===== config.mk =====
export PLATFORM = sky130hd
export DESIGN_NAME = stopwatch_lap_recorder
export DESIGN_NICKNAME = d
export VERILOG_FILES = /design/src/rtl/stopwatch_pkg.sv /design/src/rtl/lap_ram.sv /design/src/rtl/stopwatch_lap_recorder.sv
export SDC_FILE = /design/constraint.sdc
export NUM_CORES = 1
export LEC_CHECK = 0
export CORE_MARGIN = 1
export CORE_UTILIZATION = 40
export DETAILED_ROUTE_END_ITERATION = 10
export PLACE_DENSITY_LB_ADDON = 0.3
export SLEW_MARGIN = 15
export SYNTH_ARGS = -nofsm -noshare
export SYNTH_HDL_FRONTEND = slang
export SYNTH_SLANG_ARGS = --single-unit

===== constraint.sdc =====
create_clock -name clk -period 3.24 [get_ports clk]
set_input_delay 0.324 -clock clk [delete_from_list [all_inputs] [get_ports clk]]
set_output_delay 0.324 -clock clk [all_outputs]
set_load 0.05 [all_outputs]

===== src/rtl/stopwatch_pkg.sv =====
// Shared definitions for the stopwatch lap recorder: state encoding and state type.
package stopwatch_pkg;

   typedef enum logic [1:0] {
      ST_IDLE  = 2'd0,
      ST_RUN   = 2'd1,
      ST_PAUSE = 2'd2
   } state_t;

endpackage


===== src/rtl/lap_ram.sv =====
// Lap storage: one synchronous write port plus one registered read port that
// returns the old contents when reading the entry being written.
module lap_ram #(
   parameter int CNT_W  = 8,
   parameter int DEPTH  = 8,
   parameter int ADDR_W = $clog2(DEPTH)
) (
   input  logic              clk,
   input  logic              rst,
   input  logic              we,
   input  logic [ADDR_W-1:0] wr_addr,
   input  logic [CNT_W-1:0]  wr_data,
   input  logic              rd_en,
   input  logic [ADDR_W-1:0] rd_addr,
   input  logic              rd_zero,
   output logic [CNT_W-1:0]  rd_data
);

   logic [CNT_W-1:0] mem [DEPTH];
   logic [CNT_W-1:0] rd_data_q;
   logic [CNT_W-1:0] rd_data_d;

   always_ff @(posedge clk) begin
      if (we) begin
         mem[wr_addr] <= wr_data;
      end
   end

   // rd_zero masks entries that are not logically valid; the register holds otherwise.
   always_comb begin
      rd_data_d = rd_data_q;
      if (rd_en) begin
         rd_data_d = rd_zero ? '0 : mem[rd_addr];
      end
   end

   always_ff @(posedge clk or posedge rst) begin
      if (rst) begin
         rd_data_q <= '0;
      end else begin
         rd_data_q <= rd_data_d;
      end
   end

   assign rd_data = rd_data_q;

endmodule


===== src/rtl/stopwatch_lap_recorder.sv =====
// Stopwatch with prescaled unit counter, IDLE/RUN/PAUSE control and a lap buffer
// with registered read port.
module stopwatch_lap_recorder
   import stopwatch_pkg::*;
#(
   parameter int CLK_DIV = 50_000_000,
   parameter int CNT_W   = 8,
   parameter int DEPTH   = 8,
   parameter int ADDR_W  = $clog2(DEPTH)
) (
   input  logic              clk,
   input  logic              rst,
   input  logic              start,
   input  logic              pause,
   input  logic              clear,
   input  logic              lap,
   input  logic              rd_en,
   input  logic [ADDR_W-1:0] rd_addr,
   output logic [CNT_W-1:0]  rd_data,
   output logic              rd_valid,
   output logic              tick,
   output logic [CNT_W-1:0]  unit_count,
   output logic [1:0]        state,
   output logic [ADDR_W:0]   lap_count,
   output logic              lap_full,
   output logic              lap_drop,
   output logic              overflow
);

   localparam int PW = $clog2(CLK_DIV);
   localparam logic [PW-1:0]   PRESC_LAST = PW'(CLK_DIV - 1);
   localparam logic [ADDR_W:0] LAPS_MAX   = (ADDR_W + 1)'(DEPTH);

   state_t            state_q, state_d;
   logic [PW-1:0]     presc_q, presc_d;
   logic [CNT_W-1:0]  unit_q, unit_d;
   logic [ADDR_W:0]   lap_count_q, lap_count_d;
   logic              lap_full_q, lap_full_d;
   logic              lap_drop_q, lap_drop_d;
   logic              overflow_q, overflow_d;
   logic              tick_q, tick_d;
   logic              rd_valid_q, rd_valid_d;
   logic              lap_we;
   logic              rd_zero;

   always_comb begin
      state_d     = state_q;
      presc_d     = presc_q;
      unit_d      = unit_q;
      lap_count_d = lap_count_q;
      lap_drop_d  = lap_drop_q;
      overflow_d  = overflow_q;
      tick_d      = 1'b0;
      lap_we      = 1'b0;
      rd_valid_d  = rd_en;

      if (clear) begin
         state_d     = ST_IDLE;
         presc_d     = '0;
         unit_d      = '0;
         lap_count_d = '0;
         lap_drop_d  = 1'b0;
         overflow_d  = 1'b0;
      end else begin
         case (state_q)
            ST_IDLE: begin
               presc_d = '0;
               unit_d  = '0;
               if (start) begin
                  state_d = ST_RUN;
               end
            end
            ST_RUN: begin
               if (presc_q == PRESC_LAST) begin
                  presc_d = '0;
                  tick_d  = 1'b1;
                  unit_d  = unit_q + CNT_W'(1);
                  if (&unit_q) begin
                     overflow_d = 1'b1;
                  end
               end else begin
                  presc_d = presc_q + PW'(1);
               end
               // The lap records unit_q, i.e. the value before any coincident tick.
               if (lap) begin
                  if (lap_count_q == LAPS_MAX) begin
                     lap_drop_d = 1'b1;
                  end else begin
                     lap_we      = 1'b1;
                     lap_count_d = lap_count_q + (ADDR_W + 1)'(1);
                  end
               end
               if (pause) begin
                  state_d = ST_PAUSE;
               end
            end
            ST_PAUSE: begin
               if (start) begin
                  state_d = ST_RUN;
               end
            end
            default: begin
               state_d = ST_IDLE;
            end
         endcase
      end

      lap_full_d = (lap_count_d == LAPS_MAX);
   end

   always_ff @(posedge clk or posedge rst) begin
      if (rst) begin
         state_q     <= ST_IDLE;
         presc_q     <= '0;
         unit_q      <= '0;
         lap_count_q <= '0;
         lap_full_q  <= 1'b0;
         lap_drop_q  <= 1'b0;
         overflow_q  <= 1'b0;
         tick_q      <= 1'b0;
         rd_valid_q  <= 1'b0;
      end else begin
         state_q     <= state_d;
         presc_q     <= presc_d;
         unit_q      <= unit_d;
         lap_count_q <= lap_count_d;
         lap_full_q  <= lap_full_d;
         lap_drop_q  <= lap_drop_d;
         overflow_q  <= overflow_d;
         tick_q      <= tick_d;
         rd_valid_q  <= rd_valid_d;
      end
   end

   // Entries at or beyond lap_count are stale after a clear and read back as zero.
   assign rd_zero = ({1'b0, rd_addr} >= lap_count_q);

   lap_ram #(
      .CNT_W  (CNT_W),
      .DEPTH  (DEPTH),
      .ADDR_W (ADDR_W)
   ) u_lap_ram (
      .clk     (clk),
      .rst     (rst),
      .we      (lap_we),
      .wr_addr (lap_count_q[ADDR_W-1:0]),
      .wr_data (unit_q),
      .rd_en   (rd_en),
      .rd_addr (rd_addr),
      .rd_zero (rd_zero),
      .rd_data (rd_data)
   );

   assign rd_valid   = rd_valid_q;
   assign tick       = tick_q;
   assign unit_count = unit_q;
   assign state      = state_q;
   assign lap_count  = lap_count_q;
   assign lap_full   = lap_full_q;
   assign lap_drop   = lap_drop_q;
   assign overflow   = overflow_q;

endmodule


# After elaboration in Yosys (flattened, before gate mapping)
# Memory sizes are Yosys's and may differ from the RTL's.
# Index checks and enable logic that the tools add are counted.
[totals]
register_bits = 53
ramBits = 64
inputBits = 10
output_inout_bits = 27
mem_count = 1
[classes]
addsub = 3
n_lt_le_gt_ge = 1
eq_ne = 8
muxes = 32
reduce_logical = 13
[mem_list]
columns = ["memory", "depth", "width", "read_ports", "rd_ports_with_merged_regs", "wr", "line", "rtl"]
rows = [
  ["u_lap_ram.mem", 8, 8, 1, 0, 1, "lap_ram.sv:19", "logic [CNT_W-1:0] mem [DEPTH];"],
]
[ops]
columns = ["cell", "n"]
rows = [
  ["$mux W26", 2],
  ["$pmux W26 S2", 1],
  ["$add A26 B1 Y26 const B", 1],
  ["$eq A26 B26 Y1 const B", 1],
  ["$mux W8", 3],
  ["$mux W1", 17],
  ["$mux W4", 4],
  ["$pmux W8 S2", 1],
  ["$reduce_bool A2 Y1", 5],
  ["$add A8 B1 Y8 const B", 1],
  ["$eq A4 B4 Y1 const B", 2],
  ["$reduce_and A8 Y1", 1],
  ["$mux W2", 3],
  ["$ne A3 B3 Y1 const B", 2],
  ["$reduce_and A3 Y1", 2],
  ["$add A4 B1 Y4 const B", 1],
  ["$ge A3 B4 Y1", 1],
  ["$pmux W2 S2", 1],
  ["$reduce_and A2 Y1", 2],
  ["$ne A3 B1 Y1 const B", 1],
  ["$reduce_bool A3 Y1", 1],
  ["$eq A2 B1 Y1 const B", 1],
  ["$eq A2 B2 Y1 const B", 1],
  ["$logic_not A2 Y1", 1],
  ["$reduce_or A2 Y1", 1],
]

# Longest topological paths before layout
[logic_depth]
ltp_word = 7
ltp_mapped = 9

# By module
# A second synthesis with hierarchy kept.
[hier_totals]
cells_unflattened = 439
hier_area_um2 = 5382.7
[by_module_without_submodules]
columns = ["module", "n_inst", "cells_per_inst", "area_per_inst_um2", "seq_area_each_um2"]
rows = [
  ["lap_ram", 1, 155, 2850.2, 2122.0],
  ["stopwatch_lap_recorder", 1, 284, 2532.4, 1126.1],
]

# Least setup slack after synthesis
# No wires, ideal clock.
[synth_path]
path_type = "reg-to-reg"
start = "register state_q[0] (netlist: state[0])"
end = "memory u_lap_ram.mem[4][0], enable pin"
setup_ns = 0.383
t_arrival_ns = 2.243
slack_ns = 0.613
path_stages_with_launch = 7
path_buffers = 2
path_cell_list = "dfrtp_1 -> clkbuf_1 -> and3b_1 -> clkbuf_1 -> nor2b_1 -> nand2_1 -> nor3_1"
[synth_via]
elab_chain_len = 5
[synth_lines]
columns = ["element", "line", "rtl"]
rows = [
  ["from (decl)", "stopwatch_lap_recorder.sv:34", "state_t state_q, state_d;"],
  ["from (signal assigned)", "stopwatch_lap_recorder.sv:123", "state_q <= state_d;"],
  ["$eq A2 B1 Y1", "stopwatch_lap_recorder.sv:65", "case (state_q)"],
  ["$mux W1", "stopwatch_lap_recorder.sv:65", ""],
  ["$mux W1", "stopwatch_lap_recorder.sv:57", "if (clear) begin"],
  ["$mux W1", "lap_ram.sv:24", "if (we) begin"],
  ["$mux W1 (implied by the code)", "lap_ram.sv:25", "mem[wr_addr] <= wr_data;"],
  ["to (decl)", "lap_ram.sv:19", ""],
]
# Every way passes these cells.

# Worst setup path after layout
[layout_path]
start = "register presc_q[1]"
end = "register unit_q[7] (netlist: unit_count[7])"
[layout_via]
elab_chain_len = 3
[layout_lines]
columns = ["element", "line", "rtl"]
rows = [
  ["from (decl)", "stopwatch_lap_recorder.sv:35", "logic [PW-1:0] presc_q, presc_d;"],
  ["from (signal assigned)", "stopwatch_lap_recorder.sv:124", "presc_q <= presc_d;"],
  ["$eq A26 B26 Y1", "stopwatch_lap_recorder.sv:74", "if (presc_q == PRESC_LAST) begin"],
  ["$ne A3 B3 Y1 (no line)", "n/a", ""],
  ["$reduce_and A2 Y1 (no line)", "n/a", ""],
  ["to (signal assigned)", "stopwatch_lap_recorder.sv:125", "unit_q <= unit_d;"],
  ["to (decl)", "stopwatch_lap_recorder.sv:36", "logic [CNT_W-1:0] unit_q, unit_d;"],
]
# Every way passes these cells.
# A chain may end at the register's enable or synchronous reset.

==> qor.json <==
{
  "multi_input_comb_area_um2": 1849,
  "htree_num_levels": 4,
  "cts_hold_repair.buffers": 0,
  "comb_power_share_pct": 5.2,
  "overall_die_width_um": 116.6,
  "clock-skew-final_ps": 12.83,
  "cts_resized": 0,
  "fraction_of_layout_cells_with_a_size_suffix_above_1_pct": 15.02,
  "yosys_warnings": 0,
  "fillerInstances": 1113,
  "iter_0_drt_violations": 173,
  "run_status": "completed",
  "holdCritPathClass": "in2async",
  "synth.net_count": 424,
  "share_clk_of_total_power_pct": 51.3,
  "area_growth_syn_to_layout_pct": 22.20,
  "setup_viol": 0,
  "start_kind": "flip-flop",
  "via_count_of_the_first_global_routing_pass": 3505,
  "seq_power_share_pct": 43.5,
  "cp_arrival_ps": 2720,
  "crit_share_post_route_pct": 73.50,
  "place.gp.congestion": 0.8690,
  "final-hold-violation-count": 0,
  "globalRouteTotalUtil_pct": 18.60,
  "synth_enable_flop_cells": 64,
  "die_y_um": 116.6,
  "hpwlAfterDp_um": 7676,
  "post-synth-top-count-cell": "edfxtp_1",
  "total_power_mw": 3.660,
  "cts.sink_count": 117,
  "route.antenna.remaining_nets": 0,
  "post_drt_via_cell_ratio": 5.448,
  "timing.max_slew.rel_slack_pct": 40.61,
  "crit_type": "reg2reg",
  "detailroute.via_count": 3476,
  "timing.final.crit_period_ps": 2382,
  "required_ps": 3570,
  "highest_clock_frequency_the_design_can_meet_mhz": 419.9,
  "rsz0062_at_grt": "no",
  "place_area_um2": 5823,
  "wl_per_cell_um": 17.95,
  "power.ir.vdd_worst_mv": 0.4018,
  "internal_power_mw": 2.795,
  "synth_top_cell_by_area": "edfxtp_1",
  "power_density_nw_per_um2": 570.2,
  "clk_path_buf_depth": 2,
  "placement_rows": 41,
  "detail_route.wirelength_um": 11450,
  "layout.area.seq_um2": 3248,
  "clkTransAtPathRegs_ps": 60,
  "root_buffer": "clkbuf_16",
  "synth_top_cells_by_area": "edfxtp_1, dfrtp_1, mux4_2",
  "synthFlopType": "edfxtp_1",
  "avgSynthCellArea_um2": 12.91,
  "start_util_pct": 41.30,
  "netlist_instances": 407,
  "antenna_found_initial": 0,
  "layout.cell_area.non_filler_um2": 6420,
  "synth_sequential_area_ratio_pct": 61.82,
  "synth-async-reset-ratio_pct": 45.30,
  "yosysUniqueCellTypes": 50,
  "report.final.slew_viol_count": 0,
  "power.share.switching_pct": 23.65,
  "drt_first_pass_iters": 4,
  "global_route_wire_length_before_repair_um": 18630,
  "die_area_um2": 13600,
  "worstSkewPairLatency_ps": 410,
  "endpoint_class_of_the_critical_path": "flip-flop",
  "static-leakage-power_nw": 2.219,
  "drc": 0,
  "synth_seq_cells": 117,
  "syn_area_um2": 5254,
  "synthTopCellsByCount": "edfxtp_1, dfrtp_1, nor2_1",
  "insertedDiodeCount": 0,
  "num-nets-final": 470,
  "post_cts.repair.setup_buffers": 0,
  "final.setup.tns_ps": 0,
  "tritoncts_buffer_count": 17,
  "io_buffers": 36,
  "power_switching_mw": 0.8657,
  "grt_start_max_net_pins": 28,
  "synth_top_cell_area_share_pct": 36.58,
  "worst-slew-pin-transition_ps": 881.5,
  "area_of_the_core_um2": 12720,
  "floorplan.io_pins": 37,
  "layout.core_utilization_pct": 50.46,
  "clock_tree_from_tritoncts": "done",
  "worstPathMaxFanout": 15,
  "grt-ovfl-total": 0,
  "drv_cap": 0
}
## power by group through the flow
stage	Clock, mW	Combinational [mW]	Sequential (mW)
floorplan	0	0.0853	1.66
global placement	0	0.190	1.62
detailed placement	0	0.192	1.62
CTS	1.90	0.193	1.59
global route	1.98	0.206	1.59
finish	1.88	0.190	1.59
## final timing paths
path	depth (start not counted)	endpoint	slack, ps	startpoint
setup / recovery	6	unit_count[7]	860	presc_q[1]
hold / removal	2	presc_q[2]	290	rst
setup reg to reg	6	unit_count[7]	860	presc_q[1]
hold reg to reg	2	lap_drop	520	lap_drop
max in group asynchronous	3	rd_valid	2170	rst
min in group clk	2	lap_drop	520	lap_drop
## area by class of cell
type / count / share of cell area, %
Sequential cell: 117 / 50.59
Multi-Input combinational cell: 252 / 28.81
Clock buffer: 17 / 6.626
Timing Repair Buffer: 47 / 6.899
Clock inverter: 15 / 2.670
Tap cell: 172 / 3.352
Inverter: 18 / 1.052
## stage by stage
step / hold WS (ps) / cells / setup slack [ps]
4_1_cts: 314.2 / 638 / 868.1
2_1_floorplan: 355.4 / 407 / 613.2
6_report: 288.2 / 638 / 858.5
5_1_grt: 333.0 / 638 / 727.7
3_3_place_gp: 498.7 / 606 / 770.0
3_5_place_dp: 521.6 / 606 / 657.1
## flip-flops by register name, indices dropped and copies added, names as in the netlist
name	cells
presc_q	26
rd_valid	1
tick	1
lap_drop	1
u_lap_ram.mem	64
overflow	1
u_lap_ram.rd_data	8
state	2
unit_count	8
lap_count	4
lap_full	1
## cells in the final DEF, fill, tap and decap left out, types with 5 or more instances in the layout
cell             instances
nor2b_1                  5
a21oi_1                 15
xor2_1                   6
a22oi_1                  6
mux4_2                  16
nand2_1                 27
dfrtp_1                 53
edfxtp_1                64
or4_1                    5
mux2i_1                  9
ha_1                     7
nor2_1                  37
o21ai_0                  8
clkbuf_16               17
o31ai_1                  6
buf_4                   11
clkdlybuf4s50_1         36
nor4_1                   7
xnor2_1                  9
o22ai_1                  8
nand4_1                 12
nor3_1                  12
nand3_1                 11
inv_1                   17
## critical path, cell delays in order (launching register included)
cell	delay [ps]
dfrtp_1	430
ha_1	270
and2_1	240
nand2_2	140
o31a_1	500
or4_1	560
a21oi_1	160
## logic make-up (layout without fill, tap and decap cells)
family                     Yosys count  after routing  share of synthesized area, %
DFF                                117            117                         61.82
adders and majority gates            7              7                         1.667
buffers and inverters               38             97                         2.977
and+or+nand+nor                    141            141                         14.29
muxes                               29             29                         9.431
AOI/OAI and AO/OA                   60             60                         7.311
xor gates and xnor gates            15             15                         2.501
## routing by layer
metal / up-vias / share of wire (%) / global-route usage (%) / wire, µm
li1: 1630 / - / - / -
met1: 1734 / 43 / 22.60 / 4870
met2: 101 / 51 / 31.79 / 5800
met3: 11 / 5.4 / 5.189 / 617
met4: 0 / 1.4 / 6.582 / 163
met5: - / 0 / 0 / 0
(Power assumes the default switching activity.)
